$ cat config.mk
export PLATFORM = sky130hd
export DESIGN_NAME = cpu_sequencer
export DESIGN_NICKNAME = d
export VERILOG_FILES = /design/src/rtl/cpu_pkg.sv /design/src/rtl/cpu_decoder.sv /design/src/rtl/cpu_sequencer.sv
export SDC_FILE = /design/constraint.sdc
export NUM_CORES = 1
export LEC_CHECK = 0
export ABC_CLOCK_PERIOD_IN_PS = 2180
export BUFFER_PORTS_ARGS = -buffer_cell sky130_fd_sc_hd__buf_2
export CORE_ASPECT_RATIO = 1.75
export CORE_MARGIN = 3
export CORE_UTILIZATION = 52
export DETAILED_ROUTE_END_ITERATION = 7
export PLACE_DENSITY = 0.87
export SLEW_MARGIN = 20
export SYNTH_ARGS = -nofsm -noshare
export SYNTH_HDL_FRONTEND = slang
export SYNTH_SLANG_ARGS = --single-unit
$ cat constraint.sdc
create_clock -name clk -period 2.18 [get_ports clk]
set_input_delay 0.436 -clock clk [delete_from_list [all_inputs] [get_ports clk]]
set_output_delay 0.436 -clock clk [all_outputs]
set_load 0.05 [all_outputs]
$ cat src/rtl/cpu_pkg.sv
// Shared opcode, ALU-select and result-source encodings, FSM states and the
// instruction-width derivation for the CPU sequencer and its decoder.
package cpu_pkg;

  localparam logic [3:0] OP_NOP  = 4'h0;
  localparam logic [3:0] OP_ADD  = 4'h1;
  localparam logic [3:0] OP_SUB  = 4'h2;
  localparam logic [3:0] OP_AND  = 4'h3;
  localparam logic [3:0] OP_OR   = 4'h4;
  localparam logic [3:0] OP_XOR  = 4'h5;
  localparam logic [3:0] OP_NOT  = 4'h6;
  localparam logic [3:0] OP_MOV  = 4'h7;
  localparam logic [3:0] OP_LD   = 4'h8;
  localparam logic [3:0] OP_ST   = 4'h9;
  localparam logic [3:0] OP_ADDI = 4'hA;
  localparam logic [3:0] OP_BZ   = 4'hB;
  localparam logic [3:0] OP_JMP  = 4'hC;
  localparam logic [3:0] OP_HALT = 4'hF;

  localparam logic [2:0] FS_ADD = 3'b000;
  localparam logic [2:0] FS_SUB = 3'b001;
  localparam logic [2:0] FS_AND = 3'b010;
  localparam logic [2:0] FS_OR  = 3'b011;
  localparam logic [2:0] FS_XOR = 3'b100;
  localparam logic [2:0] FS_NOT = 3'b101;

  localparam logic [1:0] RS_ALU   = 2'b00;
  localparam logic [1:0] RS_MEM   = 2'b01;
  localparam logic [1:0] RS_PASSA = 2'b10;

  typedef enum logic [1:0] {FETCH, EXEC, MEM, HALT} state_t;

  typedef enum logic [2:0] {
    CLS_NOP, CLS_ALU, CLS_LD, CLS_ST, CLS_BR, CLS_JMP, CLS_HALT, CLS_ILL
  } op_class_t;

  // Opcode nibble plus three register/immediate fields.
  function automatic int instr_w(input int reg_aw);
    return 4 + 3 * reg_aw;
  endfunction

endpackage

$ cat src/rtl/cpu_decoder.sv
// Opcode to ALU select, B-mux, result source and instruction class.
// Purely combinational, zero latency, no handshake.
module cpu_decoder
  import cpu_pkg::*;
#(
  parameter int FS_W = 3
) (
  input  logic [3:0]      opcode,
  output logic [FS_W-1:0] fs,
  output logic            mb,
  output logic [1:0]      result_src,
  output op_class_t       op_class
);

  always_comb begin
    fs         = '0;
    mb         = 1'b0;
    result_src = RS_ALU;
    op_class   = CLS_NOP;
    case (opcode)
      OP_NOP:  op_class = CLS_NOP;
      OP_ADD:  begin fs = FS_W'(FS_ADD); op_class = CLS_ALU; end
      OP_SUB:  begin fs = FS_W'(FS_SUB); op_class = CLS_ALU; end
      OP_AND:  begin fs = FS_W'(FS_AND); op_class = CLS_ALU; end
      OP_OR:   begin fs = FS_W'(FS_OR);  op_class = CLS_ALU; end
      OP_XOR:  begin fs = FS_W'(FS_XOR); op_class = CLS_ALU; end
      OP_NOT:  begin fs = FS_W'(FS_NOT); op_class = CLS_ALU; end
      OP_MOV:  begin result_src = RS_PASSA; op_class = CLS_ALU; end
      OP_LD:   begin result_src = RS_MEM; op_class = CLS_LD; end
      OP_ST:   op_class = CLS_ST;
      OP_ADDI: begin fs = FS_W'(FS_ADD); mb = 1'b1; op_class = CLS_ALU; end
      OP_BZ:   op_class = CLS_BR;
      OP_JMP:  op_class = CLS_JMP;
      OP_HALT: op_class = CLS_HALT;
      default: op_class = CLS_ILL;
    endcase
  end

endmodule

$ cat src/rtl/cpu_sequencer.sv
// Multi-cycle FETCH/EXEC/MEM/HALT controller: 2 cycles per ALU/branch op, 3 per LD/ST,
// stretched by instr_valid (FETCH) and mem_ready (MEM) wait states.
module cpu_sequencer
  import cpu_pkg::*;
#(
  parameter  int REG_AW  = 4,
  parameter  int ROM_AW  = 6,
  parameter  int RAM_AW  = 6,
  parameter  int FS_W    = 3,
  localparam int INSTR_W = instr_w(REG_AW)
) (
  input  logic               clk,
  input  logic               reset,
  input  logic [INSTR_W-1:0] instr,
  input  logic               instr_valid,
  input  logic               mem_ready,
  input  logic               a_zero,
  output logic [ROM_AW-1:0]  pc,
  output logic               rom_en,
  output logic [REG_AW-1:0]  da,
  output logic [REG_AW-1:0]  aa,
  output logic [REG_AW-1:0]  ba,
  output logic [FS_W-1:0]    fs,
  output logic               mb,
  output logic [1:0]         result_src,
  output logic               rw,
  output logic               mw,
  output logic               mem_req,
  output logic               eoe,
  output logic               illegal
);

  localparam int OFF_W = 2 * REG_AW;
  localparam int EXT_W = ROM_AW + OFF_W;

  // JMP takes its target from the low IR bits, so the PC must fit below the opcode.
  if (ROM_AW > INSTR_W - 4 || RAM_AW < 1) begin : g_bad_params
    $error("cpu_sequencer: ROM_AW exceeds JMP field or RAM_AW invalid");
  end

  state_t             state, state_nxt;
  logic [INSTR_W-1:0] ir;
  logic [ROM_AW-1:0]  pc_nxt, pc_inc, pc_br;
  logic               ir_load, set_illegal;
  logic [3:0]         opcode;
  logic [REG_AW-1:0]  ir_da, ir_aa, ir_ba;
  logic [OFF_W-1:0]   br_off;
  logic [FS_W-1:0]    dec_fs;
  logic               dec_mb;
  logic [1:0]         dec_rs;
  op_class_t          op_class;

  assign opcode = ir[INSTR_W-1 -: 4];
  assign ir_da  = ir[3*REG_AW-1:2*REG_AW];
  assign ir_aa  = ir[2*REG_AW-1:REG_AW];
  assign ir_ba  = ir[REG_AW-1:0];
  assign br_off = {ir_da, ir_ba};
  assign pc_inc = pc + ROM_AW'(1);
  assign pc_br  = ROM_AW'(EXT_W'(pc) + {{ROM_AW{br_off[OFF_W-1]}}, br_off});

  cpu_decoder #(.FS_W(FS_W)) u_decoder (
    .opcode     (opcode),
    .fs         (dec_fs),
    .mb         (dec_mb),
    .result_src (dec_rs),
    .op_class   (op_class)
  );

  always_ff @(posedge clk or negedge reset) begin
    if (!reset) begin
      state   <= FETCH;
      pc      <= '0;
      ir      <= '0;
      illegal <= 1'b0;
    end else begin
      state <= state_nxt;
      pc    <= pc_nxt;
      if (ir_load)     ir      <= instr;
      if (set_illegal) illegal <= 1'b1;
    end
  end

  always_comb begin
    state_nxt   = state;
    pc_nxt      = pc;
    ir_load     = 1'b0;
    set_illegal = 1'b0;
    rom_en      = 1'b0;
    rw          = 1'b0;
    mw          = 1'b0;
    mem_req     = 1'b0;
    eoe         = 1'b0;
    da          = '0;
    aa          = '0;
    ba          = '0;
    fs          = '0;
    mb          = 1'b0;
    result_src  = RS_ALU;
    if (state == EXEC || state == MEM) begin
      da         = ir_da;
      aa         = ir_aa;
      ba         = ir_ba;
      fs         = dec_fs;
      mb         = dec_mb;
      result_src = dec_rs;
    end
    case (state)
      FETCH: begin
        // Gated by reset so the ROM is not enabled while reset is held.
        rom_en = reset;
        if (instr_valid) begin
          ir_load   = 1'b1;
          state_nxt = EXEC;
        end
      end
      EXEC: begin
        state_nxt = FETCH;
        case (op_class)
          CLS_NOP:  pc_nxt = pc_inc;
          CLS_ALU:  begin rw = 1'b1; pc_nxt = pc_inc; end
          CLS_ILL:  begin set_illegal = 1'b1; pc_nxt = pc_inc; end
          CLS_BR:   pc_nxt = a_zero ? pc_br : pc_inc;
          CLS_JMP:  pc_nxt = ir[ROM_AW-1:0];
          CLS_LD:   state_nxt = MEM;
          CLS_ST:   state_nxt = MEM;
          CLS_HALT: state_nxt = HALT;
        endcase
      end
      MEM: begin
        mem_req = 1'b1;
        mw      = (op_class == CLS_ST);
        if (mem_ready) begin
          rw        = (op_class == CLS_LD);
          pc_nxt    = pc_inc;
          state_nxt = FETCH;
        end
      end
      HALT: eoe = 1'b1;
    endcase
  end

endmodule

==> flow_summary.toml, run 1 <==
[sta]
finClkSkew_ns = 0.00619
final.hold.worst_slack_ns = 0.190
final-hold-violation-count = 0
slew_headroom = 0.739
final_min_period_over_clock_period = 0.987
finalWorstPathRequiredPeriod_ns = 2.15
timing.fmax_ghz = 0.465
finalMaxSlewViolations = 0
slew_worst_pin_ns = 0.386
worst_slack_ns = 0.0288
setup_violations = 0
rsz0062_at_grt = "true"

[synth]
synth_area_per_cell_um2 = 9.74
synthCells = 184
asyncSetResetFlopFracSynth = 1.00
synth-edff-count = 0
postSynthRegisterBits = 25
synth.cell_area_um2 = 1790
yosys_warnings = 0
post_synth_num_cell_types = 45
synth_seq_area_share = 0.349
postSynthNetCount = 216
synth_ff_type = "sky130_fd_sc_hd__dfrtp_1"

[placement]
place_hpwl_mm = 3.40
place_congestion = 0.892
placed_cell_areas_um2 = 2100
placement.setup.worst_slack_ns = 0.259
portBuffers = 50

[clock_network]
tritoncts.num_buffers = 3
cell_at_the_root_of_the_clock_tree = "sky130_fd_sc_hd__clkbuf_8"
clk_sinks = 25
clk_path_buf_depth = 2
holdBufCountCts = 0
tritoncts = "built"
clock_tree.htree_level_count = 1
insertion_delay_ns = 0.27
clk_pin_slew_ns = 0.09

[worst_setup_path]
cp_num_buf_inv = 2
critical-path-slowest-cell = "sky130_fd_sc_hd__dfrtp_1"
cp-end-kind = "primary output"
path_delay_family = "flip-flops"
cell_by_cell_trace_of_the_critical_path = "inv_1 > ha_2 > nand4_1 > a21oi_2 > clkbuf_4"
crit_path_max_incr_delay_ns = 0.41
reg2reg_from = "pc[0]$_DFFE_PN0P_"
timing.reg2reg.setup_slack_ns = 0.24
endpoint_of_the_worst_slack_reg_to_reg_timing_path = "pc[4]$_DFFE_PN0P_"
reg2reg_depth = 7
worstPathRequired_ns = 1.74
criticalPathCategory = "flop to primary output"
crit_arrival_ns = 1.72
cp_max_fo = 10
cp-start-kind = "flop"

[flow_run]
drv_cap = 0

[floorplan]
chipWidth_um = 50.4
start_util = 0.553
core_area_um2 = 3240
chipHeight_um = 83.7
fp.dieArea_um2 = 4220
std_cell_rows = 27
design.portCount = 51

[grt]
global_route.usage.total = 0.230
grt_first_pass_wirelength_mm = 7.56
grt_max_degree = 26
global_route.overflow_total = 0
antenna_found_initial = 0
first_global_vias = 1671

[status]
outcome = "complete, no violations"

[route]
drt_pre_antenna_iters = 4
finalWirelength_mm = 4.56
dr_total_vias = 1629
drc = 0
ant_nets = 0
post_drt_wl_per_cell_um = 16.5
via_cell_ratio = 5.90
drt_iter0_markers = 53

[finish]
post-route-util = 0.682
diodes = 0
layout-area-overhead-vs-synth_pct = 23.4
num-nets-final = 266
layout_cells_sized_above_1 = 0.395
finalInstanceArea_um2 = 2210

[worst_hold_path]
min_path_type = "primary input to asynchronous set/reset pin"
==> Yosys cell counts (3+ instances only) <==
library cell	n	area, um^2
sky130_fd_sc_hd__clkbuf_1	3	11.3
sky130_fd_sc_hd__nand2_1	11	41.3
sky130_fd_sc_hd__buf_2	6	30.0
sky130_fd_sc_hd__o21ai_0	10	50.1
sky130_fd_sc_hd__nor3_1	3	15.0
sky130_fd_sc_hd__o21a_1	4	30.0
sky130_fd_sc_hd__ha_1	10	125
sky130_fd_sc_hd__mux2_2	17	191
sky130_fd_sc_hd__mux2i_1	3	30.0
sky130_fd_sc_hd__nand3_1	6	30.0
sky130_fd_sc_hd__inv_1	6	22.5
sky130_fd_sc_hd__a21oi_1	6	30.0
sky130_fd_sc_hd__and2_1	13	81.3
sky130_fd_sc_hd__dfrtp_1	25	626
sky130_fd_sc_hd__nor2_1	9	33.8
sky130_fd_sc_hd__xnor2_1	7	61.3
sky130_fd_sc_hd__nor3b_1	4	30.0
sky130_fd_sc_hd__and3_1	3	18.8
==> timing repair <==
item	in CTS	in global routing
resized for setup	10	14
buffers inserted	0	0
endpoints found under the setup margin	13	17
gates cloned	0	0
==> how the worst max path moves through the flow <==
stage                                    start     to  slack, ns  depth (start not counted)
final                     state[0]$_DFFE_PN0P_     rw       0.03                          5
after CTS                   ir[12]$_DFFE_PN0P_  fs[1]      0.003                          4
after global routing        ir[14]$_DFFE_PN0P_  fs[1]      -0.07                          4
after detailed placement  state[1]$_DFFE_PN0P_  aa[2]       0.26                          5
after global placement    state[1]$_DFFE_PN0P_  aa[1]       0.27                          5
after floorplan           state[0]$_DFFE_PN0P_     rw      -0.06                          5
==> sequential cells by signal, summed over array words and instances (netlist names) <==
| signal | cells |
|---|---|
| ir | 16 |
| pc | 6 |
| state | 2 |
| illegal | 1 |
==> logic make-up after synthesis <==
group,Yosys count,synth area share
simple gates,62,0.193
compound gates,40,0.166
flops,25,0.349
mux,20,0.124
buf+inv,17,0.0440
fa+ha+maj,11,0.0809
xor+xnor,9,0.0440
==> routing by layer <==
layer | vias up | global-route usage | wire length [um]
met5 | - | 0 | 0
met4 | 0 | 0.140 | 177
met3 | 20 | 0.0250 | 157
met2 | 54 | 0.420 | 2640
met1 | 794 | 0.239 | 1580
li1 | 761 | - | -
==> layout make-up <==
class | count | area (um^2)
clock buffers | 3 | 41.3
inverters | 6 | 22.5
repair buffers | 56 | 333
clock inverters | 1 | 7.51
well taps | 43 | 53.8
fillers | 286 | 1030
flip-flops and latches | 25 | 628
multi-input cells | 142 | 1130
==> placed cells by master, fill, tap and decap left out, types with 3 or more instances in the layout <==
| cell | n |
|---|---|
| sky130_fd_sc_hd__xnor2_1 | 7 |
| sky130_fd_sc_hd__nand2_1 | 11 |
| sky130_fd_sc_hd__ha_1 | 8 |
| sky130_fd_sc_hd__buf_4 | 17 |
| sky130_fd_sc_hd__mux2i_1 | 3 |
| sky130_fd_sc_hd__mux2_2 | 17 |
| sky130_fd_sc_hd__clkbuf_4 | 4 |
| sky130_fd_sc_hd__dfrtp_1 | 23 |
| sky130_fd_sc_hd__and3_1 | 3 |
| sky130_fd_sc_hd__a21oi_1 | 5 |
| sky130_fd_sc_hd__inv_1 | 6 |
| sky130_fd_sc_hd__clkbuf_8 | 3 |
| sky130_fd_sc_hd__nor2_1 | 9 |
| sky130_fd_sc_hd__and2_1 | 13 |
| sky130_fd_sc_hd__o21a_1 | 4 |
| sky130_fd_sc_hd__buf_2 | 35 |
| sky130_fd_sc_hd__o21ai_0 | 10 |
| sky130_fd_sc_hd__nand3_1 | 6 |
==> stage by stage <==
step / instances / TNS, ns
2_1_floorplan: 184 / -0.0569
3_3_place_gp: 272 / 0
3_5_place_dp: 272 / 0
4_1_cts: 276 / 0
5_1_grt: 276 / -0.132
6_report: 276 / 0
Power of run 1 is not shown: default switching activity piles up to over one toggle a cycle in this logic, so the estimate is an artifact.
==> run 2, diff against run 1 <==
- RECOVER_POWER: default -> 50
==> flow_summary.toml, run 2 (same netlist as run 1, synthesis figures left out) <==
[sta]
timing.fmax_ghz = 0.468
slew_worst_pin_ns = 1.38
final-hold-violation-count = 0
rsz0062_at_grt = "true"
setup_violations = 0
finalWorstPathRequiredPeriod_ns = 2.14
slew_headroom = 0.0799
final_min_period_over_clock_period = 0.980
totalNegativeSetupSlack_ns = 0
finalMaxSlewViolations = 0
final.hold.worst_slack_ns = 0.386
finClkSkew_ns = 0.00688

[placement]
dp_cells = 272
portBuffers = 50
place_congestion = 0.892
place_hpwl_mm = 3.40

[floorplan]
chipWidth_um = 50.4
std_cell_rows = 27
core_area_um2 = 3240
chipHeight_um = 83.7
fp.dieArea_um2 = 4220
start_util = 0.553
design.portCount = 51

[worst_setup_path]
reg2reg_depth = 6
endpoint_of_the_worst_slack_reg_to_reg_timing_path = "pc[3]$_DFFE_PN0P_"
critical-path-slowest-cell = "sky130_fd_sc_hd__dfrtp_1"
timing.reg2reg.setup_slack_ns = 0.25
cp_num_buf_inv = 2
crit_path_max_incr_delay_ns = 0.41
cp_max_fo = 10
cell_by_cell_trace_of_the_critical_path = "inv_1 > ha_2 > nand4_1 > a21oi_2 > clkbuf_4"
cp-end-kind = "primary output"
crit_arrival_ns = 1.70
path_delay_family = "flip-flops"
criticalPathCategory = "flop to primary output"
reg2reg_from = "pc[2]$_DFFE_PN0P_"
worstPathRequired_ns = 1.74
cp-start-kind = "flop"

[finish]
finalNonFillerCells = 276
layout_cells_sized_above_1 = 0.356
reg_top3 = "ir: 16 flops, pc: 6 flops, state: 2 flops"
diodes = 0
top_register = "ir"
num-nets-final = 266
mostFrequentLayoutCell = "sky130_fd_sc_hd__buf_2"
layout-area-overhead-vs-synth_pct = 22.4
most-common-layout-cells = "28 x sky130_fd_sc_hd__buf_2, 23 x sky130_fd_sc_hd__dfrtp_1, 17 x sky130_fd_sc_hd__mux2_2"
largest_register_ff_count = 16

[clock_network]
clk_sinks = 25
cell_at_the_root_of_the_clock_tree = "sky130_fd_sc_hd__clkbuf_8"
clock_tree.htree_level_count = 1
cts_post_setup_buffers_inserted = 0
insertion_delay_ns = 0.27
holdBufCountCts = 0
tritoncts = "built"
tritoncts.num_buffers = 3
clk_path_buf_depth = 2
clk_pin_slew_ns = 0.09

[route]
finalWirelength_mm = 4.59
drc = 0
drt_pre_antenna_iters = 4
post_drt_wl_per_cell_um = 16.6
dr_total_vias = 1641
ant_nets = 0
drt_iter0_markers = 52
via_cell_ratio = 5.95

[worst_hold_path]
worst_case_hold_path_end_point = "ir[14]$_DFFE_PN0P_"
min_path_type = "primary input to flop"
hp-start = "instr[14]"
hold_depth = 2

[grt]
antenna_found_initial = 0
grt_max_degree = 26
global_route.usage.total = 0.230
global_route.overflow_total = 0
first_global_vias = 1671
grt_first_pass_wirelength_mm = 7.56

[flow_run]
drv_cap = 0

[status]
outcome = "complete, no violations"
==> run 2: cell types whose count changed in the layout (fill, tap and decap cells not counted), sizes merged <==
cell,before,now
buf,52,42
clkbuf,7,17
==> run 2: worst max-delay path by stage <==
| stage | start | slack [ns] | cells after the start | end |
|---|---|---|---|---|
| 2_1_floorplan | state[0]$_DFFE_PN0P_ | -0.06 | 5 | rw |
| 3_3_place_gp | state[1]$_DFFE_PN0P_ | 0.27 | 5 | aa[1] |
| 3_5_place_dp | state[1]$_DFFE_PN0P_ | 0.26 | 5 | aa[2] |
| 4_1_cts | ir[12]$_DFFE_PN0P_ | 0.003 | 4 | fs[1] |
| 5_1_grt | ir[14]$_DFFE_PN0P_ | -0.07 | 4 | fs[1] |
| 6_report | state[0]$_DFFE_PN0P_ | 0.04 | 5 | rw |
==> run 2: layout make-up <==
class                      count  area (um^2)
clock inverter                 1         7.51
fill                         289         1050
clock buffer                   3         41.3
timing repair buffer          56          314
inverter                       6         22.5
sequential                    25          628
multi-input combinational    142         1130
tap                           43         53.8
==> run 2: metrics by stage <==
step,utilization,instance area [um^2],setup slack (ns)
after floorplan,-,1810,-0.0569
after global placement,0.649,2100,0.270
after detailed placement,0.649,2100,0.259
after CTS,0.672,2180,0.00285
after global routing,0.677,2190,-0.0736
final,0.677,2190,0.0443
==> run 2: metal layers <==
| metal | track usage | routed length [um] |
|---|---|---|
| met1 | 0.239 | 1580 |
| met2 | 0.420 | 2650 |
| met3 | 0.0250 | 178 |
| met4 | 0.140 | 178 |
| met5 | 0 | 0 |
==> run 2: repair_timing <==
item / 4_1_cts / 5_1_grt
setup endpoints to repair: 13 / 17
endpoints found under the hold margin: 0 / 0
resized for setup: 10 / 14
Power of run 2 is left out for the same reason.
==> run 3, diff against run 2 <==
==> constraint.sdc (replaced) <==
create_clock -name clk -period 2.18 [get_ports clk]
set_input_delay 0.327 -clock clk [delete_from_list [all_inputs] [get_ports clk]]
set_output_delay 0.327 -clock clk [all_outputs]
set_load 0.05 [all_outputs]
==> flow_summary.toml, run 3 (same netlist as run 1, synthesis figures left out) <==
[status]
outcome = "complete, no violations"

[clock_network]
clock_tree.htree_level_count = 1
clk_sinks = 25
tritoncts.num_buffers = 3
tritoncts = "built"
cts_post_setup_buffers_inserted = 0
insertion_delay_ns = 0.28
postCtsResizedCells = 0
clk_path_buf_depth = 2
clk_pin_slew_ns = 0.09
holdBufCountCts = 0
cell_at_the_root_of_the_clock_tree = "sky130_fd_sc_hd__clkbuf_8"

[sta]
setup_violations = 0
final_min_period_over_clock_period = 0.968
final-hold-violation-count = 0
slew_headroom = 0.115
finClkSkew_ns = 0.00454
timing.fmax_ghz = 0.474
finalWorstPathRequiredPeriod_ns = 2.11
totalNegativeSetupSlack_ns = 0
finalMaxSlewViolations = 0
slew_worst_pin_ns = 1.33
final.hold.worst_slack_ns = 0.273

[worst_setup_path]
crit_path_max_incr_delay_ns = 0.42
worstPathRequired_ns = 1.85
cp-start-kind = "flop"
crit_arrival_ns = 1.78
cp_max_fo = 8
critical-path-slowest-cell = "sky130_fd_sc_hd__ha_2"
cp-end-kind = "primary output"
cell_by_cell_trace_of_the_critical_path = "inv_1 > ha_2 > nand2b_1 > nor3_2 > buf_2"
criticalPathCategory = "flop to primary output"

[finish]
multi_input_comb_area_um2 = 1120
layout_cells_sized_above_1 = 0.343
seqCellArea_um2 = 627
mostFrequentLayoutCell = "sky130_fd_sc_hd__buf_2"
finalNonFillerCells = 273
largest_register_ff_count = 16
reg_top3 = "ir: 16 flops, pc: 6 flops, state: 2 flops"
diodes = 0
top_register = "ir"
fillerInstances = 299
most-common-layout-cells = "40 x sky130_fd_sc_hd__buf_2, 24 x sky130_fd_sc_hd__dfrtp_1, 17 x sky130_fd_sc_hd__mux2_2"
num-nets-final = 263
layout-area-overhead-vs-synth_pct = 18.8

[placement]
place_congestion = 0.910
place_hpwl_mm = 3.46
portBuffers = 50
dp_cells = 269

[floorplan]
std_cell_rows = 27
chipWidth_um = 50.4
start_util = 0.553
chipHeight_um = 83.7
core_area_um2 = 3240
design.portCount = 51
fp.dieArea_um2 = 4220

[route]
dr_total_vias = 1562
drt_iter0_markers = 58
post_drt_wl_per_cell_um = 16.4
ant_nets = 0
drt_pre_antenna_iters = 5
via_cell_ratio = 5.72
drc = 0
finalWirelength_mm = 4.48

[grt]
grt_max_degree = 26
global_route.overflow_total = 0
antenna_found_initial = 0
first_global_vias = 1624
global_route.usage.total = 0.228
grt_first_pass_wirelength_mm = 7.52

[flow_run]
drv_cap = 0

[worst_hold_path]
min_path_type = "primary input to flop"
-- run 3: cell count changes in the layout (fill, tap and decap cells not counted) --
cell / before / now
sky130_fd_sc_hd__ha_4: 1 / 0
sky130_fd_sc_hd__ha_2: 1 / 3
sky130_fd_sc_hd__clkbuf_4: 4 / 1
sky130_fd_sc_hd__buf_2: 28 / 40
sky130_fd_sc_hd__ha_1: 8 / 7
sky130_fd_sc_hd__buf_4: 14 / 1
sky130_fd_sc_hd__dfrtp_1: 23 / 24
sky130_fd_sc_hd__dfrtp_2: 2 / 1
sky130_fd_sc_hd__clkbuf_1: 9 / 10
-- run 3: critical path, delay by kind of cell, from the launching register on --
| family | cells | cell delay [ns] |
|---|---|---|
| adders and majority gates | 1 | 0.42 |
| buffers and inverters | 2 | 0.40 |
| DFF | 1 | 0.39 |
| and+or+nand+nor | 2 | 0.30 |
-- run 3: per-layer routing --
| metal | part of all wire | wire length (um) | global-route usage | up-vias |
|---|---|---|---|---|
| met3 | 0.030 | 135 | 0.0107 | 14 |
| met2 | 0.56 | 2500 | 0.424 | 45 |
| met5 | 0 | 0 | 0 | - |
| met4 | 0.049 | 221 | 0.147 | 0 |
| li1 | - | - | - | 754 |
| met1 | 0.36 | 1630 | 0.235 | 749 |
-- run 3: per-stage QoR --
step           setup WS (ns)  utilization  area [um^2]
2_1_floorplan         0.0521            -         1810
3_3_place_gp           0.222        0.642         2080
3_5_place_dp           0.229        0.642         2080
4_1_cts               0.0292        0.657         2130
5_1_grt              -0.0107        0.657         2130
6_report              0.0689        0.657         2130
-- run 3: path summary, 6_finish.rpt --
path / startpoint / to / slack [ns] / depth (start not counted)
min in group asynchronous: reset / ir[14]$_DFFE_PN0P_ / 0.54 / 2
max reg2reg: pc[0]$_DFFE_PN0P_ / pc[2]$_DFFE_PN0P_ / 0.20 / 7
max in group asynchronous: reset / ir[12]$_DFFE_PN0P_ / 0.77 / 2
min: instr[14] / ir[14]$_DFFE_PN0P_ / 0.27 / 2
max: state[1]$_DFFE_PN0P_ / fs[0] / 0.07 / 5
min reg2reg: illegal$_DFFE_PN0P_ / illegal$_DFFE_PN0P_ / 0.49 / 1
-- run 3: cell type report --
class                   instances  area share
well taps                      43      0.0253
repair buffers                 53       0.121
inverters                       6      0.0106
multi-input cells             142       0.526
flip-flops and latches         25       0.294
clock buffers                   3      0.0194
clock inverters                 1     0.00353
Power of run 3 is left out for the same reason.
